**config.mk**
```make
export PLATFORM = sky130hd
export DESIGN_NAME = bar2bin_pipe_flat
export DESIGN_NICKNAME = d
export VERILOG_FILES = /design/src/rtl/bar_bin_pkg.sv /design/src/rtl/bar2bin_pipe_if.sv /design/src/rtl/bar2bin_stage.sv /design/src/rtl/bar2bin_pipe.sv /design/src/flat_wrapper.sv
export SDC_FILE = /design/constraint.sdc
export NUM_CORES = 1
export LEC_CHECK = 0
export CAP_MARGIN = 10
export CORE_AREA = 2 2 39 41
export CTS_CLUSTER_SIZE = 28
export DETAILED_ROUTE_END_ITERATION = 16
export DIE_AREA = 0 0 41 43
export GPL_ROUTABILITY_DRIVEN = 0
export PLACE_DENSITY_LB_ADDON = 0.25
export REMOVE_ABC_BUFFERS = 1
export SETUP_SLACK_MARGIN = 0.5
export SYNTH_ARGS = -nofsm -noshare
export SYNTH_HDL_FRONTEND = slang
export SYNTH_SLANG_ARGS = --single-unit
```
**constraint.sdc**
```tcl
create_clock -name i_clk -period 2.15 [get_ports i_clk]
set_clock_uncertainty 0.15 [all_clocks]
set_input_delay 0.645 -clock i_clk [delete_from_list [all_inputs] [get_ports i_clk]]
set_output_delay 0.645 -clock i_clk [all_outputs]
set_load 0.02 [all_outputs]
```
**src/rtl/bar_bin_pkg.sv**
```systemverilog
// -----------------------------------------------------------------------------
// bar_bin_pkg
// Shared definitions for the bar-code (thermometer) <-> binary blocks.
//   MAX_BIN_W / MAX_BAR_W : largest binary / bar width the payload can carry
//   bin2bar_w(bin_w)      : bar width for a given binary width (2**bin_w)
//   is_bar_legal(v, w)    : 1 when the low w bits of v form a legal bar code
//                           (bit 0 set, no 1 above a 0)
//   stage_pay_t           : per-stage pipeline payload
//                           {remaining vector, partial bin, err, valid}
// -----------------------------------------------------------------------------
package bar_bin_pkg;

  localparam int MAX_BIN_W = 6;
  localparam int MAX_BAR_W = 1 << MAX_BIN_W;

  function automatic int bin2bar_w(input int bin_w);
    return 1 << bin_w;
  endfunction

  function automatic logic is_bar_legal(input logic [MAX_BAR_W-1:0] v,
                                        input int                   w);
    logic ok;
    ok = v[0];
    for (int i = 0; i < MAX_BAR_W - 1; i++) begin
      // A 1 sitting directly above a 0 is a bubble in the thermometer code.
      if ((i + 1 < w) && v[i+1] && !v[i]) ok = 1'b0;
    end
    return ok;
  endfunction

  // vec holds the part of the code still to be decoded, right-aligned and
  // zero-padded; bin collects decided bits MSB-first.
  typedef struct packed {
    logic [MAX_BAR_W-1:0] vec;
    logic [MAX_BIN_W-1:0] bin;
    logic                 err;
    logic                 valid;
  } stage_pay_t;

endpackage

```
**src/rtl/bar2bin_pipe_if.sv**
```systemverilog
// -----------------------------------------------------------------------------
// bar2bin_pipe_if
// Handshake bundle of the bar-to-binary decoder.
//   Input side : i_bar, i_valid (producer -> decoder), o_ready (decoder -> producer)
//   Output side: o_bin, o_err, o_valid (decoder -> consumer), i_ready (consumer -> decoder)
// Handshake: a word moves on a rising edge where its valid and the matching
// ready are both 1; valid and data must not change while valid=1 and ready=0.
// Modports: slave = decoder view, master = producer/consumer (test) view.
// -----------------------------------------------------------------------------
interface bar2bin_pipe_if #(
  parameter int BIN_WIDTH = 2
);
  localparam int BAR_WIDTH = 1 << BIN_WIDTH;

  logic [BAR_WIDTH-1:0] i_bar;
  logic                 i_valid;
  logic                 o_ready;
  logic [BIN_WIDTH-1:0] o_bin;
  logic                 o_err;
  logic                 o_valid;
  logic                 i_ready;

  modport slave (
    input  i_bar, i_valid, i_ready,
    output o_ready, o_bin, o_err, o_valid
  );

  modport master (
    output i_bar, i_valid, i_ready,
    input  o_ready, o_bin, o_err, o_valid
  );

endinterface

```
**src/rtl/bar2bin_stage.sv**
```systemverilog
// -----------------------------------------------------------------------------
// bar2bin_stage
// One level of the halving decode tree, registered.
//   IN_W  : width of the vector still to decode at this level (power of 2, >= 2)
//   clk_i : clock, rising edge
//   rst_i : synchronous active-high reset, clears the payload
//   en_i  : global advance enable; when 0 the whole payload holds
//   pay_i : payload from the previous level
//   pay_o : registered payload for the next level
// The decided bit is v[IN_W/2]; it lands at bin bit log2(IN_W)-1 and selects
// which half of v continues down the tree. err and valid pass straight through.
// -----------------------------------------------------------------------------
module bar2bin_stage
  import bar_bin_pkg::*;
#(
  parameter int IN_W = 4
) (
  input  logic       clk_i,
  input  logic       rst_i,
  input  logic       en_i,
  input  stage_pay_t pay_i,
  output stage_pay_t pay_o
);

  localparam int HALF    = IN_W / 2;
  localparam int BIT_POS = $clog2(IN_W) - 1;

  logic [IN_W-1:0] v;
  logic            b;
  stage_pay_t      pay_d;
  stage_pay_t      pay_q;

  assign v = pay_i.vec[IN_W-1:0];
  assign b = v[HALF];

  always_comb begin
    pay_d              = pay_i;
    pay_d.bin[BIT_POS] = b;
    pay_d.vec          = '0;
    pay_d.vec[HALF-1:0] = b ? v[IN_W-1:HALF] : v[HALF-1:0];
  end

  always_ff @(posedge clk_i) begin
    if (rst_i) begin
      pay_q <= '0;
    end else if (en_i) begin
      // Bubbles (valid=0) shift like any other entry.
      pay_q <= pay_d;
    end
  end

  assign pay_o = pay_q;

endmodule

```
**src/rtl/bar2bin_pipe.sv**
```systemverilog
// -----------------------------------------------------------------------------
// bar2bin_pipe
// Pipelined thermometer (bar) code to binary decoder, one register per level
// of a halving tree; latency BIN_WIDTH cycles, one code per cycle.
//   BIN_WIDTH : binary output width (>= 1, <= MAX_BIN_W); bar width 2**BIN_WIDTH
//   i_clk     : clock, rising edge
//   i_rst     : synchronous active-high reset, discards all in-flight entries
//   bus       : bar2bin_pipe_if.slave
//               i_bar/i_valid/o_ready  - input handshake
//               o_bin/o_err/o_valid/i_ready - output handshake
// Optional macro BAR2BIN_BUBBLE_CHK_EN: when defined, illegal bar codes are
// flagged on o_err alongside their (still tree-decoded) o_bin; when undefined
// no check logic exists and o_err is 0.
// -----------------------------------------------------------------------------
module bar2bin_pipe
  import bar_bin_pkg::*;
#(
  parameter int BIN_WIDTH = 2
) (
  input  logic           i_clk,
  input  logic           i_rst,
  bar2bin_pipe_if.slave  bus
);

  localparam int BAR_WIDTH = bin2bar_w(BIN_WIDTH);

  logic       en;
  logic       chk_err;
  stage_pay_t pay_in;
  stage_pay_t pay_out [BIN_WIDTH];
  logic       unused_tail;

  // Whole pipe advances together: move whenever the output slot is empty or
  // being drained this cycle.
  assign en          = !pay_out[BIN_WIDTH-1].valid | bus.i_ready;
  assign bus.o_ready = en;

`ifdef BAR2BIN_BUBBLE_CHK_EN
  assign chk_err = !is_bar_legal(MAX_BAR_W'(bus.i_bar), BAR_WIDTH);
`else
  assign chk_err = 1'b0;
`endif

  always_comb begin
    pay_in                    = '0;
    pay_in.vec[BAR_WIDTH-1:0] = bus.i_bar;
    pay_in.err                = chk_err;
    pay_in.valid              = bus.i_valid;
  end

  for (genvar k = 0; k < BIN_WIDTH; k++) begin : g_stage
    stage_pay_t stg_in;
    if (k == 0) begin : g_first
      assign stg_in = pay_in;
    end else begin : g_next
      assign stg_in = pay_out[k-1];
    end

    bar2bin_stage #(
      .IN_W (bin2bar_w(BIN_WIDTH - k))
    ) u_stage (
      .clk_i (i_clk),
      .rst_i (i_rst),
      .en_i  (en),
      .pay_i (stg_in),
      .pay_o (pay_out[k])
    );
  end

  assign bus.o_bin   = pay_out[BIN_WIDTH-1].bin[BIN_WIDTH-1:0];
  assign bus.o_err   = pay_out[BIN_WIDTH-1].err;
  assign bus.o_valid = pay_out[BIN_WIDTH-1].valid;

  // Leftover vector bits and unused high bin bits of the last level.
  assign unused_tail = ^{pay_out[BIN_WIDTH-1].vec, pay_out[BIN_WIDTH-1].bin};

endmodule

```
**src/flat_wrapper.sv**
```systemverilog
// flat-port wrapper written by rule: the top's interface ports become plain ports
module bar2bin_pipe_flat import bar_bin_pkg::*;
#(
  parameter int BIN_WIDTH = 2
)
  (i_clk, i_rst, bus_i_bar, bus_i_valid, bus_i_ready, bus_o_ready, bus_o_bin, bus_o_err, bus_o_valid);
  bar2bin_pipe_if #(.BIN_WIDTH(BIN_WIDTH)) bus_i ();
  input  logic i_clk;
  input  logic i_rst;
  input wire logic [$bits(bus_i.i_bar)-1:0] bus_i_bar;
  input wire logic [$bits(bus_i.i_valid)-1:0] bus_i_valid;
  input wire logic [$bits(bus_i.i_ready)-1:0] bus_i_ready;
  output wire logic [$bits(bus_i.o_ready)-1:0] bus_o_ready;
  output wire logic [$bits(bus_i.o_bin)-1:0] bus_o_bin;
  output wire logic [$bits(bus_i.o_err)-1:0] bus_o_err;
  output wire logic [$bits(bus_i.o_valid)-1:0] bus_o_valid;
  assign bus_i.i_bar = bus_i_bar;
  assign bus_i.i_valid = bus_i_valid;
  assign bus_i.i_ready = bus_i_ready;
  assign bus_o_ready = bus_i.o_ready;
  assign bus_o_bin = bus_i.o_bin;
  assign bus_o_err = bus_i.o_err;
  assign bus_o_valid = bus_i.o_valid;
  bar2bin_pipe #(.BIN_WIDTH(BIN_WIDTH)) u_core (.i_clk(i_clk), .i_rst(i_rst), .bus(bus_i));
endmodule
```
==> flow_summary_export.csv, run 1 <==
group,metric,value,unit
route,drc,0,
route,drtPass1Iterations,2,
synthesis,yosysMostFrequentCell,"nand2_1",
grt,grt.total_usage,0.0744,
clock_tree,cts_tree,"done",
setup_path,crit_buf_inv,3,
placement,post_dp_cell_area,355,µm²
clock_tree,clock-sinks,6,
setup_path,crit_required,1.35,ns
clock_tree,root_buffer,"clkbuf_4",
setup_path,endpoint_kind,"output port",
setup_path,path_cells,"buf_6 -> nor2b_4 -> inv_2 -> buf_6",
floorplanning,dieWidth,41,µm
route,ant_nets,0,
setup_path,crit_fanout,2,
clock_tree,insertion_delay,0.24,ns
synthesis,ys_seq_area_frac,0.527,
clock_tree,clk_pin_slew,0.04,ns
layout,syn2layout_area_growth,73.6,%
floorplanning,die_h,43,µm
power,peakVddDrop,228,µV
layout,largest_reg_flops,6,
sta,fin_tns_setup,0,ns
layout,finalInstanceArea,395,µm²
power,powerDensity,664,nW/µm²
clock_tree,clk_path_buf_depth,2,
sta,period_share,0.843,
sta,rsz0062_at_grt,"yes",
grt,first_global_vias,183,
grt,grt_pass1_wl,779,µm
synthesis,synth_area,228,µm²
layout,fin_cells,59,
floorplanning,ios,13,
route,via_per_inst,3.66,
grt,grt_max_degree,7,
setup_path,crit_top_cell,"buf_6",
sta,finalHoldViolCount,0,
sta,hold_ws,0.296,ns
setup_path,path_class,"in2out",
synthesis,synthCells,27,
synthesis,yosys.area.top_type,"dfxtp_1",
placement,place.port_buffers,10,
grt,grt_overflow,0,
power,p_leak,0.171,nW
route,vias,216,
layout,drive_above_1_share,0.326,
floorplanning,start_util,0.165,
grt,grt_antenna_before_repair,0,
route,first_iter_violations,7,
sta,fmax,552,MHz
synthesis,synth_ff_type,"dfxtp_1",
layout,nets,53,
clock_tree,numCtsBuffers,3,
synthesis,synth-edff-count,0,
min_path,hold_path_class,"reg2reg",
run_status,outcome,"complete, no violations",
sta,final-max-slew-violation-count,0,
synthesis,syn_area_per_cell,8.43,µm²
placement,dpl.hpwl,356,µm
clock_tree,h-tree-depth,1,
setup_path,start_kind,"input port",
floorplanning,coreArea,1380,µm²
synthesis,synth_common_cells,"8 x nand2_1, 6 x dfxtp_1, 4 x a21oi_1",
setup_path,critPathTopFamily,"buffers and inverters",
synthesis,synthArstFlopShare,0,
synthesis,synth-seq-cells,6,
setup_path,arrival,1.02,ns
route,wl_per_cell,8.29,µm
synthesis,ys_warn_count,0,
sta,finalSetupViolCount,0,
synthesis,synth.area.top_cells,"dfxtp_1 53%, nand2_1 13%, a21oi_1 8.8%",
sta,post-route-min-period,1.81,ns
floorplanning,dieArea,1760,µm²
synthesis,synth_top_area_frac,0.527,
placement,place_inst,54,
route,wl,489,µm
setup_path,cpPeakStageDelay,0.12,ns
run,cap_viol_max_count,0,
layout,num_antenna_cells,0,
setup_path,crit_slowest_cell,"buf_6",
floorplanning,num_rows,14,
synthesis,ys_types,10,
==> worst paths after layout <==
path         slack, ns                          startpoint  cells after the start                                  to
max               0.34                         bus_i_ready                      4                         bus_o_ready
min               0.30  u_core.g_stage[1].u_stage.pay_o[3]                      2  u_core.g_stage[1].u_stage.pay_o[3]
max reg2reg       0.82  u_core.g_stage[1].u_stage.pay_o[0]                      7  u_core.g_stage[0].u_stage.pay_o[9]
min reg2reg       0.30  u_core.g_stage[1].u_stage.pay_o[3]                      2  u_core.g_stage[1].u_stage.pay_o[3]
==> per-stage QoR <==
step	worst slack (ns)	total power [mW]	util
6_report	0.337	0.263	0.286
3_5_place_dp	-0.459	0.165	0.257
2_1_floorplan	0.391	0.140	-
5_1_grt	0.316	0.284	0.286
3_3_place_gp	-0.466	0.165	0.257
4_1_cts	0.329	0.270	0.285
==> cell usage in the layout, fill, tap and decap left out, types with 2 or more instances in the layout <==
master           count
a21oi_1              4
buf_6                2
nor2_1               3
clkdlybuf4s50_1      5
buf_4                4
clkbuf_4             3
dfxtp_1              6
nand2_1              8
==> per-layer routing <==
metal	wire [µm]	global-route usage	vias up
li1	-	-	116
met1	272	0.110	89
met2	156	0.0563	11
met3	59	0.0681	0
met4	0	0.0600	0
met5	0	0	-
==> area by class of cell <==
class,count,area (µm²)
Clock buffer,3,22.5
Fill cell,163,988
Inverter,1,3.75
Multi-Input combinational cell,19,101
Sequential cell,6,120
Tap cell,16,20.0
Timing Repair Buffer,14,128
==> report_power, final <==
part / leakage [nW] / switching [mW] / internal [mW]
clock: 0.0138 / 0.0359 / 0.0628
sequential: 0.0496 / 0.00312 / 0.119
combinational: 0.108 / 0.0187 / 0.0233
==> kinds of logic after synthesis <==
kind of cell,Yosys count,synth area share
simple gates,12,0.220
mux,1,0.0440
buf+inv,2,0.0494
flops,6,0.527
other cells,1,0.0165
compound gates,5,0.143
==> worst register-to-register path, stage by stage (launching register included) <==
cell,delay [ns]
dfxtp_1,0.32
nor2b_4,0.15
inv_2,0.05
buf_4,0.12
buf_4,0.12
buf_4,0.15
nor2_1,0.11
a211oi_2,0.05
==> timing repair <==
item,4_1_cts,5_1_grt
setup buffers,1,1
endpoints found under the setup margin,4,3
hold buffers,0,0
pin swaps,0,0
resized for setup,18,1
(Power assumes the default switching activity.)
==> inputs of run 2 (changes only) <==
Clock period 2.15 ns to 1.6 ns, I/O delays scaled along.
==> run 2 against run 1 <==
  * Flip-flop and latch count is the same
  * Global-route usage increased by 0.63 points
  * Non-clock buffer count unchanged
  * Hold slack better by 0.00089 ns
  * Cell count unchanged
  * Sequential share of layout area rose by 0.18 points
  * Worst setup slack worse by 0.24 ns
  * Largest cell class is now sequential cells
  * Largest power group unchanged
==> flow_summary_export.csv, run 2 (synthesis results as in run 1) <==
group,metric,value,unit
grt,grt_antenna_before_repair,0,
route,wl_per_cell,8.88,µm
clock_tree,ctsHoldBuffers,0,
setup_path,endpoint_kind,"output port",
run_status,outcome,"complete, no violations",
layout,final_common_cell,"nand2_1",
floorplanning,die_h,43,µm
setup_path,path_class,"reg2out",
clock_tree,root_buffer,"clkbuf_4",
setup_path,reg2reg_depth,4,
power,powerDensity,896,nW/µm²
route,ant_nets,0,
route,wl,524,µm
min_path,hold_path_class,"reg2reg",
setup_path,arrival,0.88,ns
power,pwr-share-seq,0.456,
layout,layout_common_cells,"6 x nand2_1, 4 x dlygate4sd2_1, 4 x buf_4",
layout,drive_above_1_share,0.535,
power,p_int,0.275,mW
floorplanning,num_rows,14,
clock_tree,clk_pin_slew,0.05,ns
layout,syn2layout_area_growth,78.0,%
sta,period_share,0.941,
grt,grt_max_degree,7,
grt,first_global_vias,205,
setup_path,crit_required,0.97,ns
layout,nFillCells,163,
route,drc,0,
placement,dpl.hpwl,357,µm
layout,largest_reg_flops,6,
setup_path,start_kind,"flop",
floorplanning,ios,13,
clock_tree,h-tree-depth,1,
sta,fmax,664,MHz
layout,final_util,0.293,
min_path,hold_end,"u_core.g_stage[1].u_stage.pay_o[3]",
layout,fin_cells,59,
placement,place.port_buffers,10,
sta,post-route-min-period,1.51,ns
setup_path,crit_fanout,2,
clock_tree,clock-sinks,6,
layout,nets,53,
floorplanning,dieWidth,41,µm
layout,num_antenna_cells,0,
grt,grt.total_usage,0.0806,
sta,finalHoldViolCount,0,
power,p_leak,0.179,nW
setup_path,r2r_end,"u_core.g_stage[0].u_stage.pay_o[9]",
route,first_iter_violations,2,
min_path,hold_path_depth,2,
clock_tree,numCtsBuffers,3,
power,swShare,0.242,
floorplanning,coreArea,1380,µm²
run,cap_viol_max_count,0,
route,via_per_inst,3.80,
power,finalPower,0.363,mW
grt,grt_overflow,0,
route,drtPass1Iterations,2,
power,peakVddDrop,451,µV
clock_tree,cts_tree,"done",
min_path,worstHoldStart,"u_core.g_stage[0].u_stage.pay_o[3]",
power,p_clk_frac,0.386,
sta,final-max-slew-violation-count,0,
sta,hold_ws,0.297,ns
floorplanning,start_util,0.165,
setup_path,regToRegSetupSlack,0.51,ns
placement,place_inst,54,
clock_tree,insertion_delay,0.25,ns
sta,finalSetupViolCount,0,
floorplanning,dieArea,1760,µm²
clock_tree,clk_path_buf_depth,2,
setup_path,reg2reg_from,"u_core.g_stage[1].u_stage.pay_o[0]",
route,vias,224,
sta,rsz0062_at_grt,"yes",
power,switchingPower,0.0880,mW
grt,grt_pass1_wl,862,µm
power,comb_power_share,0.158,
[run 2: stage by stage]
| step | setup WS, ns | area (µm²) | TNS (ns) |
|---|---|---|---|
| floorplan | 0.153 | 220 | 0 |
| global placement | -0.692 | 355 | -1.02 |
| detailed placement | -0.686 | 355 | -0.912 |
| CTS | 0.0843 | 383 | 0 |
| global route | 0.0339 | 405 | 0 |
| finish | 0.0947 | 405 | 0 |
[run 2: repair_timing]
| item | in CTS | in global routing |
|---|---|---|
| setup endpoints to repair | 10 | 9 |
| gates resized for setup | 34 | 5 |
| pin swaps | 1 | 0 |
| buffers inserted | 1 | 1 |
[run 2: layout make-up]
type	instances	area (µm²)	area share
Clock buffer	3	22.5	0.0556
Inverter	1	3.75	0.00926
Sequential cell	6	124	0.306
Tap cell	16	20.0	0.0494
Timing Repair Buffer	14	119	0.293
Multi-Input combinational cell	19	116	0.287
[run 2: metal layers]
metal / track usage / share of wire
met1: 0.0977 / 0.43
met2: 0.0781 / 0.42
met3: 0.0995 / 0.15
met4: 0.0400 / 0
met5: 0 / 0
[run 2: worst max-delay path by stage]
stage	startpoint	endpoint	slack, ns	cells after the start
after CTS	u_core.g_stage[1].u_stage.pay_o[0]	bus_o_ready	0.08	3
after detailed placement	bus_i_ready	bus_o_ready	-0.69	4
final	u_core.g_stage[1].u_stage.pay_o[0]	bus_o_ready	0.09	3
after global placement	bus_i_ready	bus_o_ready	-0.69	4
after floorplan	u_core.g_stage[1].u_stage.pay_o[0]	bus_o_ready	0.15	2
after global routing	u_core.g_stage[1].u_stage.pay_o[0]	bus_o_ready	0.03	3
[run 2: worst max-delay path, cell delays in order, from the launching register on]
cell and delay (ns):
dfxtp_2 0.32, nor2b_4 0.14, inv_2 0.05, buf_6 0.12
[run 2: power by group through the flow]
stage	clock, mW	combinational (mW)	sequential, mW
final	0.140	0.0573	0.166
after global routing	0.159	0.0636	0.166
after CTS	0.143	0.0530	0.165
after detailed placement	0	0.0548	0.166
after global placement	0	0.0554	0.166
after floorplan	0	0.0179	0.171
